**config.mk**
```make
export PLATFORM = sky130hd
export DESIGN_NAME = bcd2b_999999
export DESIGN_NICKNAME = d
export VERILOG_FILES = /design/src/rtl/bcd2b_999999.sv
export SDC_FILE = /design/constraint.sdc
export NUM_CORES = 1
export LEC_CHECK = 0
export BUFFER_PORTS_ARGS = -buffer_cell sky130_fd_sc_hd__buf_2
export CORE_UTILIZATION = 55
export DETAILED_ROUTE_END_ITERATION = 8
export MAX_ROUTING_LAYER = met4
export PLACE_DENSITY = 0.76
export SETUP_SLACK_MARGIN = 0.05
export SYNTH_ARGS = -nofsm -noshare
export SYNTH_HDL_FRONTEND = slang
export SYNTH_SLANG_ARGS = --single-unit
```
**constraint.sdc**
```tcl
create_clock -name clk -period 3.7 [get_ports clk]
set_input_delay 0.185 -clock clk [delete_from_list [all_inputs] [get_ports clk]]
set_output_delay 0.185 -clock clk [all_outputs]
set_load 0.05 [all_outputs]
```
**src/rtl/bcd2b_999999.sv**
```systemverilog
// rtl/bcd2b_999999.sv - six-digit packed-BCD to binary converter, one digit per clock
module bcd2b_999999 (
    input  logic        clk,
    input  logic        rst,
    input  logic        start,
    input  logic [23:0] din,
    output logic        busy,
    output logic        done,
    output logic [23:0] dout,
    output logic        err
);

    typedef enum logic {S_IDLE, S_CONV} state_t;

    state_t      state_q, state_d;
    logic [23:0] shreg_q, shreg_d;
    logic [23:0] acc_q, acc_d;
    logic [2:0]  cnt_q, cnt_d;
    logic        err_latch_q, err_latch_d;
    logic [23:0] dout_q, dout_d;
    logic        err_q, err_d;
    logic        done_q, done_d;

    logic [3:0]  digit;
    logic        digit_bad;
    logic [23:0] acc_next;

    assign digit     = shreg_q[23:20];
    assign digit_bad = (digit > 4'd9);
    // acc*10 + d; six digits of at most 15 each still fit well inside 24 bits
    assign acc_next  = (acc_q << 3) + (acc_q << 1) + {20'd0, digit};

    always_comb begin
        state_d     = state_q;
        shreg_d     = shreg_q;
        acc_d       = acc_q;
        cnt_d       = cnt_q;
        err_latch_d = err_latch_q;
        dout_d      = dout_q;
        err_d       = err_q;
        done_d      = 1'b0;
        case (state_q)
            S_IDLE: begin
                if (start) begin
                    shreg_d     = din;
                    acc_d       = 24'd0;
                    cnt_d       = 3'd0;
                    err_latch_d = 1'b0;
                    state_d     = S_CONV;
                end
            end
            S_CONV: begin
                acc_d       = acc_next;
                shreg_d     = shreg_q << 4;
                err_latch_d = err_latch_q | digit_bad;
                cnt_d       = cnt_q + 3'd1;
                if (cnt_q == 3'd5) begin
                    dout_d  = (err_latch_q | digit_bad) ? 24'd0 : acc_next;
                    err_d   = err_latch_q | digit_bad;
                    done_d  = 1'b1;
                    state_d = S_IDLE;
                end
            end
            default: state_d = S_IDLE;
        endcase
    end

    always_ff @(posedge clk) begin
        if (rst) begin
            state_q     <= S_IDLE;
            shreg_q     <= 24'd0;
            acc_q       <= 24'd0;
            cnt_q       <= 3'd0;
            err_latch_q <= 1'b0;
            dout_q      <= 24'd0;
            err_q       <= 1'b0;
            done_q      <= 1'b0;
        end else begin
            state_q     <= state_d;
            shreg_q     <= shreg_d;
            acc_q       <= acc_d;
            cnt_q       <= cnt_d;
            err_latch_q <= err_latch_d;
            dout_q      <= dout_d;
            err_q       <= err_d;
            done_q      <= done_d;
        end
    end

    assign busy = (state_q == S_CONV);
    assign done = done_q;
    assign dout = dout_q;
    assign err  = err_q;

endmodule

```
* After elaboration in Yosys (flattened, before gate mapping)
Index checks and enable logic that the tools add are counted.
Storage, ports and cells: bits in registers 78, input port bits 27, output and inout bits 27, logic and storage cells 31
Cells by class: $add $sub $neg 3, $lt $le $gt $ge 1, equality and inequality tests 2, mux-type cells 13, bitwise gates (word level) 2, reduce and logical (&&, ||, !) cells 2
Operators by type and width (count):
- two-way mux 24 bit | 2
- case mux 24 bit (2 select lines) | 1
- case mux 23 bit (2 select lines) | 1
- adder 24 bit | 1
- adder 24 x 4 -> 24 bit | 1
- two-way mux 23 bit | 1
- case mux 3 bit (2 select lines) | 1
- greater-than comparator 4 bit (second input constant) | 1
- two-way mux 1 bit | 4
- case mux 1 bit (2 select lines) | 2
- adder 3 x 1 -> 3 bit (second input constant) | 1
- equality test 3 bit (second input constant) | 1
- two-way mux 3 bit | 1
- inequality test 2 bit (second input constant) | 1
- AND reduction 2 bit | 1
- OR reduction 2 bit | 1
- inverter 1 bit | 1
- OR 1 bit | 1

* Depth between registers and ports, before layout
Gate-level depths: netlist of run 1.
depth after elaboration 3, depth in mapped cells 10, depth with buffers taken out 10

* Worst setup path before layout of run 1
Ideal clock, no wire load.
path kind reg2reg, start point register shreg_q[23], end point register acc_q[17], library setup time 116 ps, data arrival time 2692 ps, data required time 3584 ps, setup slack 892 ps, cell stages (with the launch flop) 11, path buffers 0, period minus slack after synthesis 2808 ps, path through dfxtp_1 > inv_1 > fa_1 > inv_1 > ha_1 > a211oi_2 > o211ai_2 > a211o_1 > a31oi_2 > mux2_1 > a31o_1
On the way: cells in the longest elaborated chain, start to end 2
Ends and longest elaborated chain:
- start, declared | line 16 | logic [23:0] shreg_q, shreg_d;
- start signal, assigned | line 80 | shreg_q <= shreg_d;
- adder 24 x 4 -> 24 bit | line 31 | assign acc_next = (acc_q << 3) + (acc_q << 1) + {20'd0, digit};
- case mux 23 bit (2 select lines) | line 42 | case (state_q)
- end signal, assigned | line 72 | acc_q <= 24'd0;
- end signal, assigned | line 81 | acc_q <= acc_d;
- end, declared | line 17 | logic [23:0] acc_q, acc_d;
Every way passes these cells. A chain may end at the register's enable or synchronous reset.

* Final worst setup path of run 1
Same ends and word-level chain as after synthesis.

==> key figures, run 1 <==
Power
  • Sequential Power Share: 49.9%
  • Internal: 1301 uW
  • Peak supply drop: 0.0002809 V
  • Sw Ratio: 26.21%
  • Clock power share: 42.2%
  • Final total power: 1763 uW
  • Net Sw Power: 462.0 uW
  • Lkg Pwr: 0.002483 uW
  • Pwr per Cell Area: 344.5 nW/um2
  • Combinational share of power: 8.0%

Clock tree
  • CTS tree: done
  • Worst-Skew Late Latency: 0.38 ns
  • Clk sink count: 78
  • CTS clk-pin slew, worst paths: 0.08 ns
  • Post-CTS Setup Bufs: 0
  • CTS Buf Count: 9
  • Root Buffer Master: clkbuf_8
  • CTS Hold Buffers Added: 0
  • H-tree level count: 3
  • # resized after CTS: 0
  • Clock buffer depth: 2

Drt
  • Post-route DRC: 0
  • Drt total wl: 10610 um
  • Vias: 3957
  • Final ANT Viol Nets: 0
  • DR WL/cell: 15.53 um
  • Routed vias/inst: 5.794
  • DR iter-0 viols: 178
  • Pre-Repair DR Iteration Count: 5

STA
  • RSZ-0062 raised after global routing: false
  • Pins Over Slew Limit: 0
  • Setup tns final: 0 ns
  • Rel. slew slack: 35.26%
  • Highest clock rate: 0.3302 GHz
  • Worst-Margin Slew: 0.9700 ns
  • Fin worst setup slack: 0.6718 ns
  • Final min period: 3.028 ns
  • Endpoints failing setup: 0
  • Crit share post-route: 81.84%
  • Final hold viol count: 0
  • Worst Skew: 0.01844 ns

Hold path
  • HP Class: in2reg
  • Worst hold start: din[2]

Synthesis
  • Most used DFF post-synth: dfxtp_1
  • Share of the synthesized area in the top cell type: 33.91%
  • Synth Area in Simple Gates: 19.18%
  • Mapped Area: 4604 um2
  • Synthesized net count: 610
  • Cell count after synthesis: 537
  • Multiplexer share of the synthesized area: 6.549%
  • Synth Area in XOR/XNOR: 3.424%
  • Synthesized flop and latch total: 78
  • Synth top area cells: dfxtp_1, ha_1, nor2_1
  • Register area share after synthesis: 33.91%
  • Adder-cell share of the synthesized area: 12.83%
  • Synth Area in Compound Gates: 19.92%
  • Leading area contributor after synthesis: dfxtp_1
  • Post-synth EDFFs: 0
  • Main combinational cell family by area after synthesis: compound AO/OA/AOI/OAI gates
  • Avg Cell Area, Syn: 8.574 um2
  • Netlist cell types: 62
  • Async S/R FF share, synth: 0%
  • Ys Warns: 0

Place
  • HPWL Detailed: 7757 um
  • Port Buffer Count: 53
  • Place WS: 0.7058 ns
  • GP Congestion: 0.9096
  • Placed cell areas: 4888 um2

GRT
  • First-pass GRT wire length: 17710 um
  • Largest net degree at the start of global routing: 43
  • Total grt overflow: 0
  • GR Util All Layers: 26.80%
  • Number of global-route vias before repair: 3758
  • Initial antenna violation count: 0

Worst setup path
  • Crit path from: shreg_q[23]
  • R2r startpoint: shreg_q[23]
  • Critical path peak fanout: 4
  • Crit end category: flop
  • Worst Path Arrival: 3.29 ns
  • Worst EP required: 3.96 ns
  • Critical path type: reg2reg
  • Startpoint Class: flop

Floorplan
  • Die X: 93.50 um
  • Die Height: 93.50 um
  • Row cnt: 33
  • Core area: 8175 um2
  • Die ar.: 8741 um2
  • I/O pin cnt: 54
  • Initial core utilization: 56.32%

Finish
  • Fin area: 5116 um2
  • Most frequent cells in the layout: nor2_1, dfxtp_1, buf_2
  • NumNets Final: 646
  • Area Growth Syn to Fin: 11.11%
  • Most common cell after layout, fill and taps aside: nor2_1
  • Layout cells sized above 1: 15.40%
  • # diodes: 0

Run status
  • Status: completed

Run
  • Max-cap violations: 0
==> path summary, 6_finish.rpt <==
path,end,slack (ns),depth (start not counted)
min reg2reg,dout[15],0.43,2
max,acc_q[17],0.67,10
min,shreg_q[2],0.1,3
max reg2reg,acc_q[17],0.67,10
==> flip-flops by register name, indices dropped and copies added, names as in the netlist <==
name and cells:
acc_q 23, busy 1, cnt_q 3, done 1
dout 24, err 1, err_latch_q 1, shreg_q 24
==> metal layers <==
metal  up-vias  part of all wire [%]  track usage (%)
li1       2001                     -                -
met1      1855                    47            32.72
met2        85                    48            43.38
met3        16                   3.6            5.285
met4         0                   2.0            10.90
met5         -                     0                -
==> synthesized netlist by cell type (4+ instances only) <==
cell and number:
dfxtp_1 78, a21o_1 6, clkbuf_1 13, nand2_1 40
nand4_1 6, nor2_1 78, nand2b_1 5, o21ai_0 15
mux2i_1 29, nand3_1 6, nor3_1 20, o21ai_1 5
ha_1 44, buf_2 7, a21oi_1 50, a311o_1 4
buf_1 9, xnor2_1 12, xor2_1 6, a31oi_1 5
a22o_1 14, inv_1 13, and3_1 18
==> critical path, stage by stage (launching register included) <==
cell and delay, ns:
dfxtp_1 0.35, inv_1 0.06, fa_1 0.59, inv_1 0.06
ha_1 0.32, a211oi_2 0.25, o211ai_2 0.15, a211o_1 0.36
a31oi_2 0.26, mux2_1 0.34, a31o_1 0.18
==> cell type report <==
type / count / area [um2]
well taps: 105 / 131.4
clock inverters: 7 / 103.9
clock buffers: 9 / 123.9
repair buffers: 57 / 295.3
inverters: 13 / 48.80
flip-flops and latches: 78 / 1563
fillers: 711 / 3059
multi-input cells: 414 / 2850
==> power groups by stage <==
stage,Combinational [uW],Clock [uW],Sequential [uW]
4_1_cts,142,749,879
3_5_place_dp,141,0,898
3_3_place_gp,136,0,898
6_report,141,743,879
5_1_grt,159,795,882
2_1_floorplan,107,0,890
==> per-stage QoR <==
| stage | utilization (%) | hold slack [ns] | std cells |
|---|---|---|---|
| final | 62.58 | 0.09572 | 683 |
| after global placement | 59.79 | 0.4198 | 667 |
| after detailed placement | 59.79 | 0.4249 | 667 |
| after floorplan | - | 0.3803 | 537 |
| after global routing | 62.58 | 0.1340 | 683 |
| after CTS | 62.58 | 0.09748 | 683 |
==> logic make-up (layout without fill, tap and decap cells) <==
| kind of cell | count (synthesis) | count (layout) |
|---|---|---|
| xor+xnor | 18 | 18 |
| simple gates | 189 | 189 |
| buf+inv | 45 | 86 |
| mux | 30 | 30 |
| flops | 78 | 78 |
| fa+ha+maj | 46 | 46 |
| compound gates | 131 | 131 |
Note: power is estimated with default switching activity, not from simulation.
==> run 2, diff against run 1 <==
==> constraint.sdc (replaced) <==
create_clock -name clk -period 3.1 [get_ports clk]
set_input_delay 0.155 -clock clk [delete_from_list [all_inputs] [get_ports clk]]
set_output_delay 0.155 -clock clk [all_outputs]
set_load 0.05 [all_outputs]
==> key figures, run 2 (synthesized netlist as in run 1, its figures left out) <==
Finish
  • Layout cells sized above 1: 16.38% (was 15.40%)
  • NumNets Final: 648 (was 646)
  • # diodes: 0 (unchanged)
  • Area Growth Syn to Fin: 12.07% (was 11.11%)
  • Fin area: 5160 um2 (was 5116 um2)
  • Final Util: 63.12% (was 62.58%)
  • Most frequent cells in the layout: nor2_1, dfxtp_1, buf_2 (unchanged)
  • Most common cell after layout, fill and taps aside: nor2_1 (unchanged)

Floorplan
  • Die X: 93.50 um (unchanged)
  • Core area: 8175 um2 (unchanged)
  • Row cnt: 33 (unchanged)
  • Die ar.: 8741 um2 (unchanged)
  • Initial core utilization: 56.32% (unchanged)
  • Die Height: 93.50 um (unchanged)
  • I/O pin cnt: 54 (unchanged)

Worst setup path
  • R2R setup slack: 0.16 ns (was 0.67 ns)
  • CP delay by family, top: compound AO/OA/AOI/OAI gates (unchanged)
  • Crit end category: flop (unchanged)
  • Buf/Inv on CP: 2 (unchanged)
  • Critical path cell sequence: inv_1 > fa_1 > inv_1 > ha_4 > a211oi_2 > o211ai_2 > a211o_1 > a31oi_4 > mux2_1 > a31o_1 (was inv_1 > fa_1 > inv_1 > ha_1 > a211oi_2 > o211ai_2 > a211o_1 > a31oi_2 > mux2_1 > a31o_1)
  • Worst EP required: 3.35 ns (was 3.96 ns)
  • Reg-to-Reg End: acc_q[17] (unchanged)
  • R2r startpoint: acc_q[0] (was shreg_q[23])
  • Worst Path Arrival: 3.19 ns (was 3.29 ns)
  • Cell count of the worst reg-to-reg path: 10 (unchanged)
  • Most used cell, CP: inv_1 (unchanged)
  • CP Depth: 10 (unchanged)
  • Crit path from: acc_q[0] (was shreg_q[23])
  • Critical path peak fanout: 4 (unchanged)
  • CP Capture Point: acc_q[17] (unchanged)
  • Slowest CP cell: fa_1 (unchanged)
  • Startpoint Class: flop (unchanged)
  • Critical Path Max Stage Delay: 0.58 ns (was 0.59 ns)
  • Critical path type: reg2reg (unchanged)

STA
  • Final hold viol count: 0 (unchanged)
  • Pins Over Slew Limit: 0 (unchanged)
  • Final min period: 2.938 ns (was 3.028 ns)
  • Crit share post-route: 94.76% (was 81.84%)
  • Worst Skew: 0.01109 ns (was 0.01844 ns)
  • RSZ-0062 raised after global routing: false (unchanged)
  • Worst-Margin Slew: 1.130 ns (was 0.9700 ns)
  • Fin worst setup slack: 0.1623 ns (was 0.6718 ns)
  • Min Hold Slack: 0.08310 ns (was 0.09572 ns)
  • Setup tns final: 0 ns (unchanged)
  • Rel. slew slack: 24.67% (was 35.26%)
  • Highest clock rate: 0.3404 GHz (was 0.3302 GHz)
  • Endpoints failing setup: 0 (unchanged)

Drt
  • DR iter-0 viols: 225 (was 178)
  • Drt total wl: 10860 um (was 10610 um)
  • Vias: 4079 (was 3957)
  • Pre-Repair DR Iteration Count: 5 (unchanged)
  • DR WL/cell: 15.85 um (was 15.53 um)
  • Routed vias/inst: 5.955 (was 5.794)
  • Final ANT Viol Nets: 0 (unchanged)
  • Post-route DRC: 0 (unchanged)

Place
  • HPWL Detailed: 7829 um (was 7757 um)
  • Place WS: 0.08749 ns (was 0.7058 ns)
  • GP Congestion: 0.8854 (was 0.9096)
  • Placed cell areas: 4888 um2 (unchanged)
  • Port Buffer Count: 53 (unchanged)

GRT
  • Initial antenna violation count: 0 (unchanged)
  • Number of global-route vias before repair: 3799 (was 3758)
  • Largest net degree at the start of global routing: 66 (was 43)
  • First-pass GRT wire length: 17870 um (was 17710 um)
  • GR Util All Layers: 26.65% (was 26.80%)
  • Total grt overflow: 0 (unchanged)

Power
  • Lkg Pwr: 0.002499 uW (was 0.002483 uW)
  • Pwr per Cell Area: 406.9 nW/um2 (was 344.5 nW/um2)
  • Peak supply drop: 0.0002681 V (was 0.0002809 V)

Clock tree
  • Worst-Skew Late Latency: 0.36 ns (was 0.38 ns)
  • CTS Buf Count: 9 (unchanged)
  • CTS Hold Buffers Added: 0 (unchanged)
  • CTS tree: done (unchanged)
  • Clk sink count: 78 (unchanged)
  • Root Buffer Master: clkbuf_8 (unchanged)
  • H-tree level count: 3 (unchanged)
  • Clock buffer depth: 2 (unchanged)
  • CTS clk-pin slew, worst paths: 0.08 ns (about the same)

Run status
  • Status: completed (unchanged)

Hold path
  • HP Class: in2reg (unchanged)
  • Worst hold stages: 3 (unchanged)

Run
  • Max-cap violations: 0 (unchanged)
## run 2: cell types whose count changed in the layout (fill, tap and decap cells not counted), moves of 2 or more
cell      previous run  this run
clkinv_4             0         2
dfxtp_1             77        74
dfxtp_2              1         4
buf_4                4         6
## run 2: where the power goes
part,leakage [uW],total [uW],switching [uW],internal [uW]
registers,0.000634,1050,24.8,1030
logic,0.00175,173,107,65.3
clock network,0.000113,877,396,481
## run 2: area by class of cell
class / instances / area [um2]
Sequential cell: 78 / 1567
Inverter: 13 / 48.80
Timing Repair Buffer: 59 / 310.3
Tap cell: 105 / 131.4
Clock inverter: 6 / 93.84
Clock buffer: 10 / 137.6
Fill cell: 725 / 3015
Multi-Input combinational cell: 414 / 2872
## run 2: how the worst min path moves through the flow
stage / startpoint / to / slack [ns]
after floorplan: din[0] / shreg_q[0] / 0.35
after global placement: dout[15] / dout[15] / 0.42
after detailed placement: dout[15] / dout[15] / 0.42
after CTS: din[2] / shreg_q[2] / 0.08
after global routing: din[1] / shreg_q[1] / 0.1
final: din[2] / shreg_q[2] / 0.08
## run 2: metrics by stage
| step | std cells | power [uW] |
|---|---|---|
| after detailed placement | 667 | 1242 |
| after floorplan | 537 | 1189 |
| after global placement | 667 | 1235 |
| after CTS | 683 | 2113 |
| after global routing | 685 | 2186 |
| final | 685 | 2100 |
## run 2: worst register-to-register path: cells and delay by family (launching register included)
| kind | cells | cell delay [ns] |
|---|---|---|
| compound gates | 5 | 1.19 |
| mux | 1 | 0.33 |
| fa+ha+maj | 2 | 0.82 |
| buf+inv | 2 | 0.15 |
| flops | 1 | 0.34 |
## run 2: layer usage
metal / vias to the layer above / GRT usage, % / part of all wire [%]
met5: - / - / 0
met4: 0 / 10.13 / 2.6
met3: 20 / 5.610 / 4.3
met2: 113 / 42.52 / 48
met1: 1937 / 33.10 / 45
li1: 2009 / - / -
## run 2: timing repair
item | 4_1_cts | 5_1_grt
endpoints found under the setup margin | 0 | 3
resized for setup | 0 | 5
buffers inserted | 0 | 2
==> run 3, diff against run 2 <==
--- a/config.mk
+++ b/config.mk
@@ -5,11 +5,12 @@
 export SDC_FILE = /design/constraint.sdc
 export NUM_CORES = 1
 export LEC_CHECK = 0
+export ABC_AREA = 1
 export BUFFER_PORTS_ARGS = -buffer_cell sky130_fd_sc_hd__buf_2
 export CORE_UTILIZATION = 55
 export DETAILED_ROUTE_END_ITERATION = 8
 export MAX_ROUTING_LAYER = met4
-export PLACE_DENSITY = 0.76
+export PLACE_DENSITY = 0.75
 export SETUP_SLACK_MARGIN = 0.05
 export SYNTH_ARGS = -nofsm -noshare
 export SYNTH_HDL_FRONTEND = slang
==> constraint.sdc (replaced) <==
create_clock -name clk -period 3.3 [get_ports clk]
set_input_delay 0.165 -clock clk [delete_from_list [all_inputs] [get_ports clk]]
set_output_delay 0.165 -clock clk [all_outputs]
set_load 0.05 [all_outputs]
==> key figures, run 3 <==
Synthesis
  • Synth Area in Simple Gates: 31.50% (was 19.18%)
  • Synth Area in Compound Gates: 10.68% (was 19.92%)
  • Most numerous cell in the Yosys netlist: nand2_1
  • Synthesized net count: 763 (was 610)
  • Main combinational cell family by area after synthesis: simple AND/OR/NAND/NOR gates (was compound AO/OA/AOI/OAI gates)
  • Register area share after synthesis: 33.24% (was 33.91%)
  • Leading area contributor after synthesis: dfxtp_1 (unchanged)
  • Ys Warns: 0 (unchanged)
  • Synth top area cells: dfxtp_1, nand2_1, ha_1 (was dfxtp_1, ha_1, nor2_1)
  • Post-synth top cells: nand2_1, inv_1, dfxtp_1, nand3_1, ha_1 (was dfxtp_1, nor2_1, a21oi_1, ha_1, nand2_1)
  • Multiplexer share of the synthesized area: 0% (was 6.549%)
  • Avg Cell Area, Syn: 6.809 um2 (was 8.574 um2)
  • Post-synth EDFFs: 0 (unchanged)
  • Most used DFF post-synth: dfxtp_1 (unchanged)
  • Netlist cell types: 37 (was 62)
  • Mapped Area: 4698 um2 (was 4604 um2)
  • Cell count after synthesis: 690 (was 537)
  • Adder-cell share of the synthesized area: 12.57% (was 12.83%)
  • Synth Area in XOR/XNOR: 1.864% (was 3.424%)
  • Synthesized flop and latch total: 78 (unchanged)
  • Async S/R FF share, synth: 0% (unchanged)
  • Share of the synthesized area in the top cell type: 33.24% (was 33.91%)

Floorplan
  • I/O pin cnt: 54 (unchanged)
  • Die Height: 94.43 um (was 93.50 um)
  • Row cnt: 33 (unchanged)
  • Core area: 8258 um2 (was 8175 um2)
  • Initial core utilization: 56.89% (was 56.32%)
  • Die X: 94.43 um (was 93.50 um)
  • Die ar.: 8916 um2 (was 8741 um2)

Power
  • Pwr per Cell Area: 382.8 nW/um2 (was 406.9 nW/um2)
  • Combinational share of power: 7.4% (was 8.2%)
  • Peak supply drop: 0.0003532 V (was 0.0002681 V)
  • Internal: 1519 uW (was 1571 uW)
  • Lkg Pwr: 0.002907 uW (was 0.002499 uW)
  • Sw Ratio: 24.70% (was 25.17%)
  • Clock power share: 44.0% (was 41.8%)
  • Net Sw Power: 498.3 uW (was 528.4 uW)
  • Sequential Power Share: 48.6% (was 50.0%)

Hold path
  • HP Class: in2reg (unchanged)

GRT
  • Number of global-route vias before repair: 4206 (was 3799)
  • GR Util All Layers: 27.64% (was 26.65%)
  • First-pass GRT wire length: 18630 um (was 17870 um)
  • Initial antenna violation count: 0 (unchanged)
  • Total grt overflow: 0 (unchanged)
  • Largest net degree at the start of global routing: 33 (was 66)

Worst setup path
  • Startpoint Class: flop (unchanged)
  • Critical Path Max Stage Delay: 0.52 ns (was 0.58 ns)
  • Slowest CP cell: fa_1 (unchanged)
  • Buf/Inv on CP: 2 (unchanged)
  • Critical path type: reg2reg (unchanged)
  • Crit end category: flop (unchanged)
  • CP delay by family, top: adder cells (was compound AO/OA/AOI/OAI gates)
  • Worst EP required: 3.51 ns (was 3.35 ns)
  • Critical path peak fanout: 3 (was 4)
  • Critical path cell sequence: inv_1 > fa_1 > fa_1 > inv_1 > nand3_1 > nand3_1 > nand2_1 > nand2_1 > nand3_1 > nand2_1 > nand2_1 > nand3_1 > a21oi_1 (was inv_1 > fa_1 > inv_1 > ha_4 > a211oi_2 > o211ai_2 > a211o_1 > a31oi_4 > mux2_1 > a31o_1)
  • Worst Path Arrival: 2.75 ns (was 3.19 ns)

Clock tree
  • CTS tree: done (unchanged)
  • CTS Hold Buffers Added: 0 (unchanged)
  • H-tree level count: 3 (unchanged)
  • # resized after CTS: 0 (unchanged)
  • Clock buffer depth: 2 (unchanged)
  • Clk sink count: 78 (unchanged)
  • CTS Buf Count: 9 (unchanged)
  • CTS clk-pin slew, worst paths: 0.09 ns (was 0.08 ns)
  • Root Buffer Master: clkbuf_8 (unchanged)
  • Worst-Skew Late Latency: 0.37 ns (was 0.36 ns)
  • Post-CTS Setup Bufs: 0 (unchanged)

Drt
  • DR iter-0 viols: 173 (was 225)
  • Post-route DRC: 0 (unchanged)
  • Pre-Repair DR Iteration Count: 5 (unchanged)
  • Final ANT Viol Nets: 0 (unchanged)
  • Vias: 4466 (was 4079)
  • DR WL/cell: 13.42 um (was 15.85 um)
  • Routed vias/inst: 5.279 (was 5.955)
  • Drt total wl: 11350 um (was 10860 um)

Finish
  • Most common cell after layout, fill and taps aside: nand2_1 (was nor2_1)
  • Final Util: 63.83% (was 63.12%)
  • Fillers: 804 (was 725)
  • # diodes: 0 (unchanged)
  • Layout cells sized above 1: 12.69% (was 16.38%)
  • Final Non-Filler Cells: 846 (was 685)
  • Area Growth Syn to Fin: 12.20% (was 12.07%)
  • FF/Latch Area: 1562 um2 (was 1567 um2)
  • NumNets Final: 810 (was 648)
  • Area of the multi-input gates: 2663 um2 (was 2872 um2)
  • Most frequent cells in the layout: nand2_1, inv_1, dfxtp_1 (was nor2_1, dfxtp_1, buf_2)

Place
  • Placed cell count: 831 (was 667)
  • HPWL Detailed: 8563 um (was 7829 um)
  • Port Buffer Count: 53 (unchanged)
  • GP Congestion: 0.9301 (was 0.8854)

STA
  • Min Hold Slack: 0.06206 ns (was 0.08310 ns)
  • Worst-Margin Slew: 0.9369 ns (was 1.130 ns)
  • Crit share post-route: 77.02% (was 94.76%)
  • Endpoints failing setup: 0 (unchanged)
  • Highest clock rate: 0.3934 GHz (was 0.3404 GHz)
  • Final hold viol count: 0 (unchanged)
  • Final min period: 2.542 ns (was 2.938 ns)
  • Rel. slew slack: 37.48% (was 24.67%)
  • Setup tns final: 0 ns (unchanged)
  • Pins Over Slew Limit: 0 (unchanged)
  • RSZ-0062 raised after global routing: false (unchanged)
  • Worst Skew: 0.01404 ns (was 0.01109 ns)

Run status
  • Status: completed (unchanged)

Run
  • Max-cap violations: 0 (unchanged)
## run 3: changes by cell type in the layout (fill, tap and decap cells not counted), moves of 29 or more
cell / previous run / this run
nand3_1: 6 / 64
nor2_1: 78 / 31
mux2i_1: 29 / 0
nand2_1: 40 / 222
inv_1: 13 / 95
## run 3: final timing paths
kind / start / end / slack [ns] / cells after the start
worst min-delay path: din[0] / shreg_q[0] / 0.06 / 3
worst min register to register: dout[21] / dout[21] / 0.45 / 2
worst max register to register: shreg_q[23] / acc_q[18] / 0.76 / 13
worst max-delay path: shreg_q[23] / acc_q[18] / 0.76 / 13
## run 3: cell type report
type	instances	area share [%]
clock buffer	9	2.350
timing repair buffer	57	5.602
tap	105	2.492
sequential	78	29.62
inverter	101	7.192
clock inverter	6	2.231
multi-input combinational	490	50.51
## run 3: power by group through the flow
| stage | sequential [uW] | combinational [uW] | clock (uW) |
|---|---|---|---|
| 2_1_floorplan | 997 | 104 | 0 |
| 3_3_place_gp | 1000 | 146 | 0 |
| 3_5_place_dp | 1000 | 150 | 0 |
| 4_1_cts | 979 | 151 | 894 |
| 5_1_grt | 982 | 170 | 936 |
| 6_report | 980 | 150 | 888 |
## run 3: worst min-delay path: stages
cell,delay [ns]
buf_2,0.09
nand3_1,0.07
a21oi_1,0.06
## run 3: routing by layer
layer  wire length, um  GRT usage, %  up-vias
li1                  -             -     2293
met1              4879         31.02     2035
met2              5767         48.73      112
met3               447         4.509       26
met4               256         10.90        0
met5                 0             -        -
## run 3: cell families after synthesis
group,Yosys count
simple gates,348
flops,78
buf+inv,122
fa+ha+maj,46
xor+xnor,10
compound gates,86
## run 3: through the flow
| stage | instance area (um2) | worst slack (ns) | total power, uW |
|---|---|---|---|
| after floorplan | 4698 | 1.064 | 1101 |
| after global placement | 5030 | 0.8931 | 1146 |
| after detailed placement | 5030 | 0.8247 | 1152 |
| after CTS | 5271 | 0.7912 | 2024 |
| after global routing | 5271 | 0.5468 | 2088 |
| final | 5271 | 0.7583 | 2018 |
